**config.mk**
```make
export PLATFORM = sky130hd
export DESIGN_NAME = canxl_crc_engine
export DESIGN_NICKNAME = d
export VERILOG_FILES = /design/src/rtl/canxl_crc_engine.sv
export SDC_FILE = /design/constraint.sdc
export NUM_CORES = 1
export LEC_CHECK = 0
export CORE_UTILIZATION = 50
export CTS_BUF_LIST = sky130_fd_sc_hd__clkbuf_16
export DETAILED_ROUTE_END_ITERATION = 6
export PLACE_DENSITY = 0.83
export SKIP_CTS_REPAIR_TIMING = 1
export SLEW_MARGIN = 25
export SYNTH_ARGS = -nofsm -noshare
export SYNTH_HDL_FRONTEND = slang
export SYNTH_SLANG_ARGS = --single-unit
```
**constraint.sdc**
```tcl
create_clock -name clk -period 3.6 [get_ports clk]
set_clock_uncertainty 0.2 [all_clocks]
set_input_delay 1.08 -clock clk [delete_from_list [all_inputs] [get_ports clk]]
set_output_delay 1.08 -clock clk [all_outputs]
set_load 0.005 [all_outputs]
```
**src/rtl/canxl_crc_engine.sv**
```systemverilog
`default_nettype none
// ============================================================================
// Module   : canxl_crc_engine
// Brief    : Bit-serial / beat-parallel CAN XL CRC engine with frame control
//            FSM (IDLE/RUN/DONE) and optional residue checker, compiled in by
//            defining CANXL_CRC_RESIDUE_CHECK_EN.
// Revision : 1.0 - initial release
// ============================================================================
module canxl_crc_engine #(
    parameter int                 CRC_W = 13,
    parameter logic [CRC_W-1:0]   POLY  = 13'h19E7,
    parameter logic [CRC_W-1:0]   INIT  = '0,
    parameter int                 DIN_W = 1
) (
    input  logic             clk,
    input  logic             g_rst,
    input  logic             start,
    input  logic             abort,
    input  logic             din_vld,
    input  logic [DIN_W-1:0] din,
    input  logic             finish,
    output logic [CRC_W-1:0] crc,
    output logic             busy,
    output logic             done,
    output logic             crc_ok,
    output logic [15:0]      bit_cnt
);

    localparam logic [1:0]  c_st_idle = 2'd0;
    localparam logic [1:0]  c_st_run  = 2'd1;
    localparam logic [1:0]  c_st_done = 2'd2;
    localparam logic [16:0] c_cnt_max = 17'h0FFFF;
    localparam logic [16:0] c_cnt_inc = 17'(DIN_W);

    logic [1:0]       r_state;
    logic [CRC_W-1:0] r_crc;
    logic [15:0]      r_bit_cnt;
    logic             r_done;
    logic [CRC_W-1:0] w_crc_next;
    logic [CRC_W-1:0] w_crc_fin;
    logic [16:0]      w_cnt_sum;
    logic [15:0]      w_cnt_next;

    // MSB of the beat enters the register first; all DIN_W steps chain in one cycle.
    function automatic logic [CRC_W-1:0] f_absorb(input logic [CRC_W-1:0] crc_in,
                                                  input logic [DIN_W-1:0] data);
        logic [CRC_W-1:0] acc;
        logic             fb;
        acc = crc_in;
        for (int i = DIN_W - 1; i >= 0; i--) begin
            fb  = data[i] ^ acc[CRC_W-1];
            acc = {acc[CRC_W-2:0], 1'b0} ^ (fb ? POLY : '0);
        end
        return acc;
    endfunction

    always_comb begin
        w_crc_next = f_absorb(r_crc, din);
        w_crc_fin  = din_vld ? w_crc_next : r_crc;
        w_cnt_sum  = {1'b0, r_bit_cnt} + c_cnt_inc;
        w_cnt_next = (w_cnt_sum > c_cnt_max) ? 16'hFFFF : w_cnt_sum[15:0];
    end

    always_ff @(posedge clk or posedge g_rst) begin
        if (g_rst) begin
            r_state   <= c_st_idle;
            r_crc     <= '0;
            r_bit_cnt <= '0;
            r_done    <= 1'b0;
        end else begin
            r_done <= 1'b0;
            if (abort) begin
                r_state   <= c_st_idle;
                r_crc     <= '0;
                r_bit_cnt <= '0;
            end else if (start) begin
                r_state   <= c_st_run;
                r_crc     <= INIT;
                r_bit_cnt <= '0;
            end else if (r_state == c_st_run) begin
                if (din_vld) begin
                    r_crc     <= w_crc_next;
                    r_bit_cnt <= w_cnt_next;
                end
                if (finish) begin
                    r_state <= c_st_done;
                    r_done  <= 1'b1;
                end
            end
        end
    end

`ifdef CANXL_CRC_RESIDUE_CHECK_EN
    logic r_crc_ok;

    // Residue is judged on the CRC including a beat absorbed alongside finish.
    always_ff @(posedge clk or posedge g_rst) begin
        if (g_rst) begin
            r_crc_ok <= 1'b0;
        end else if (abort || start) begin
            r_crc_ok <= 1'b0;
        end else if (r_state == c_st_run && finish) begin
            r_crc_ok <= (w_crc_fin == '0);
        end
    end

    assign crc_ok = r_crc_ok;
`else
    logic w_unused;
    assign w_unused = |w_crc_fin;
    assign crc_ok   = 1'b0;
`endif

    assign crc     = r_crc;
    assign bit_cnt = r_bit_cnt;
    assign busy    = (r_state == c_st_run);
    assign done    = r_done;

endmodule
`default_nettype wire

```
==> impl_metrics.toml <==
[clocking]
clockRootBuffer = "clkbuf_16"
clkLatencyLatePin_ns = 0.27
cts_tree = "yes"
clock_path_buffers = 2
cts_sinks = 32
path_clk_slew_ns = 0.05
cts_buffers = 5
htreeDepth = 2

[worst_hold_path]
whs_endpoint = "r_state[1]"
hp-class = "flip-flop to flip-flop"
hold_depth = 2
min-delay-start = "r_state[1]"

[sta]
drv_slew = 0
whs_ns = 0.324
rsz0062_at_grt = "false"
setup_viol = 0
max_clock_freq_mhz = 355
slew_headroom_pct = 63.6
hold_viol_final = 0
fin_setup_tns_ns = 0
tightest_slew_ns = 0.545
post-route-period-util_pct = 78.2
min_period_ns = 2.81

[worst_setup_path]
cp.arrival_ns = 1.53
path_cells = "nor2b_1, clkdlybuf4s50_1"
reg2reg_from = "bit_cnt[0]"
slowest_delay_ns = 0.57
rr_worst_depth = 7
critPathKind = "flip-flop to output pin"
critical_path.slowest_cell = "clkdlybuf4s50_1"
reg2reg_to = "bit_cnt[11]"
crit_cells = 2
cp_num_buf_inv = 1
cp.required_ns = 2.32
worstSetupStartpointType = "flip-flop"
r2r_slack_ns = 1.03
cp_top_family = "buffers and inverters"
crit_path_end_kind = "output pin"
cp_max_fo = 4

[layout]
final_cell_mix = "clkdlybuf4s50_1 (37), nand2_1 (34), dfrtp_1 (32), a21oi_1 (22), nor2_1 (20)"
instances_no_fill = 290
final_nets = 253
mostFrequentLayoutCell = "clkdlybuf4s50_1"
fin_util_pct = 68.9
syn2layout_area_growth_pct = 29.7
drive_gt1_share_pct = 7.79
antenna_cells = 0

[power]
power_leakage_nw = 0.925
power_density_mw_per_mm2 = 346
p_total_mw = 0.815
ir_drop_v = 0.000254

[detailed_routing]
num_vias = 1703
drt_iter0_drc = 92
drt-total-wl_um = 4440
dr.pass1.iters = 4
viasPerCell = 5.87
drc = 0
final_antenna_net_count = 0
wl_per_cell_um = 15.3

[global_routing]
grt_pass1_wl_um = 7340
gr-total-overflow = 0
grt_pass1_vias = 1581
antenna_found_initial = 0
top_usage_layer = "met2"
use_met3_pct = 5.51
met1_usage_pct = 31.4
met2_usage_pct = 38.2
grt_use_total_pct = 24.1
grt_max_degree = 33

[floorplan]
rows = 21
initial_core_util_pct = 53.2
core_mm2 = 0.00342
ios = 39
dieArea_mm2 = 0.00388
dieWidth_um = 62.3
die_h_um = 62.3

[yosys]
syn_inst = 207
yosysWarnings = 0
ys_seq_area_share_pct = 44.1
yosysTopAreaCell = "dfrtp_1"
yosys.area.top_type_share_pct = 44.1
synth_area_mm2 = 0.00182
synth_edf_count = 0
synth_ff_type = "dfrtp_1"
ys_ff_latch = 32
syn-num-nets = 216
ys_top_cells_by_area = "dfrtp_1 (44%), nand2_1 (7.0%), a21oi_1 (6.1%)"
synth-async-reset-ratio_pct = 100
syn-mean-instance-area_um2 = 8.77
yosys.cell_types.count = 49

[placed_design]
place.gp.congestion = 0.881
port_buffers = 37
hpwl_um = 2970
placedCellCount = 283

[status]
status = "finished, final reports clean"

[job]
maxCapViolations = 0
[cell type report]
type | instances | area (um2)
Inverter | 3 | 11.3
Clock buffer | 5 | 125
Clock inverter | 2 | 8.76
Sequential cell | 32 | 801
Tap cell | 46 | 57.6
Multi-Input combinational cell | 161 | 951
Fill cell | 276 | 1060
Timing Repair Buffer | 41 | 400
[kinds of logic (layout without fill, tap and decap cells)]
kind of cell	Yosys count	count (layout)	synth area share, %
xor+xnor	10	10	4.82
fa+ha+maj	2	2	1.38
flops	32	32	44.1
compound gates	56	56	20.1
simple gates	92	92	25.8
other cells	1	1	0.207
buf+inv	14	51	3.51
[per-stage QoR]
step	instance area (um2)	setup WS [ns]
after floorplan	1820	1.28
after global placement	2220	0.796
after detailed placement	2220	0.715
after CTS	2350	0.783
after global routing	2350	0.735
final	2350	0.786
[where the power goes]
part | internal, mW | switching [mW]
logic | 0.0228 | 0.0355
clock network | 0.248 | 0.141
registers | 0.364 | 0.00415
[state kept, by name, summed over array words and instances, names as in the netlist]
signal and flops:
r_state 2, crc 13, bit_cnt 16, done 1
[Yosys cell counts (4+ instances only)]
library cell and number:
and3_1 4, dfrtp_1 32, nand3_1 4, a211oi_1 5, nand2_1 34, xor2_1 8
o21ai_0 9, a21oi_1 22, nor2_1 20, nor3_1 7, a31oi_1 4, clkbuf_1 4
[how the worst max path moves through the flow]
stage / start / endpoint
after floorplan: din_vld / bit_cnt[12]
after global placement: din_vld / bit_cnt[12]
after detailed placement: din_vld / bit_cnt[4]
after CTS: r_state[1] / busy
after global routing: r_state[0] / busy
final: r_state[1] / busy
[layer usage]
layer | routed length (um) | share of wire, %
met5 | 0 | 0
met2 | 2260 | 51
met4 | 46 | 1.0
met3 | 303 | 6.8
met1 | 1840 | 41
[worst register-to-register path: cells and delay by family (launching register included)]
family | cells | cell delay (ns)
adder cells (fa/ha/maj) | 1 | 0.37
AND/OR/NAND/NOR | 2 | 0.59
flip-flops | 1 | 0.55
AO/OA/AOI/OAI | 4 | 0.77
No activity file was read; power rests on OpenSTA's default activity.
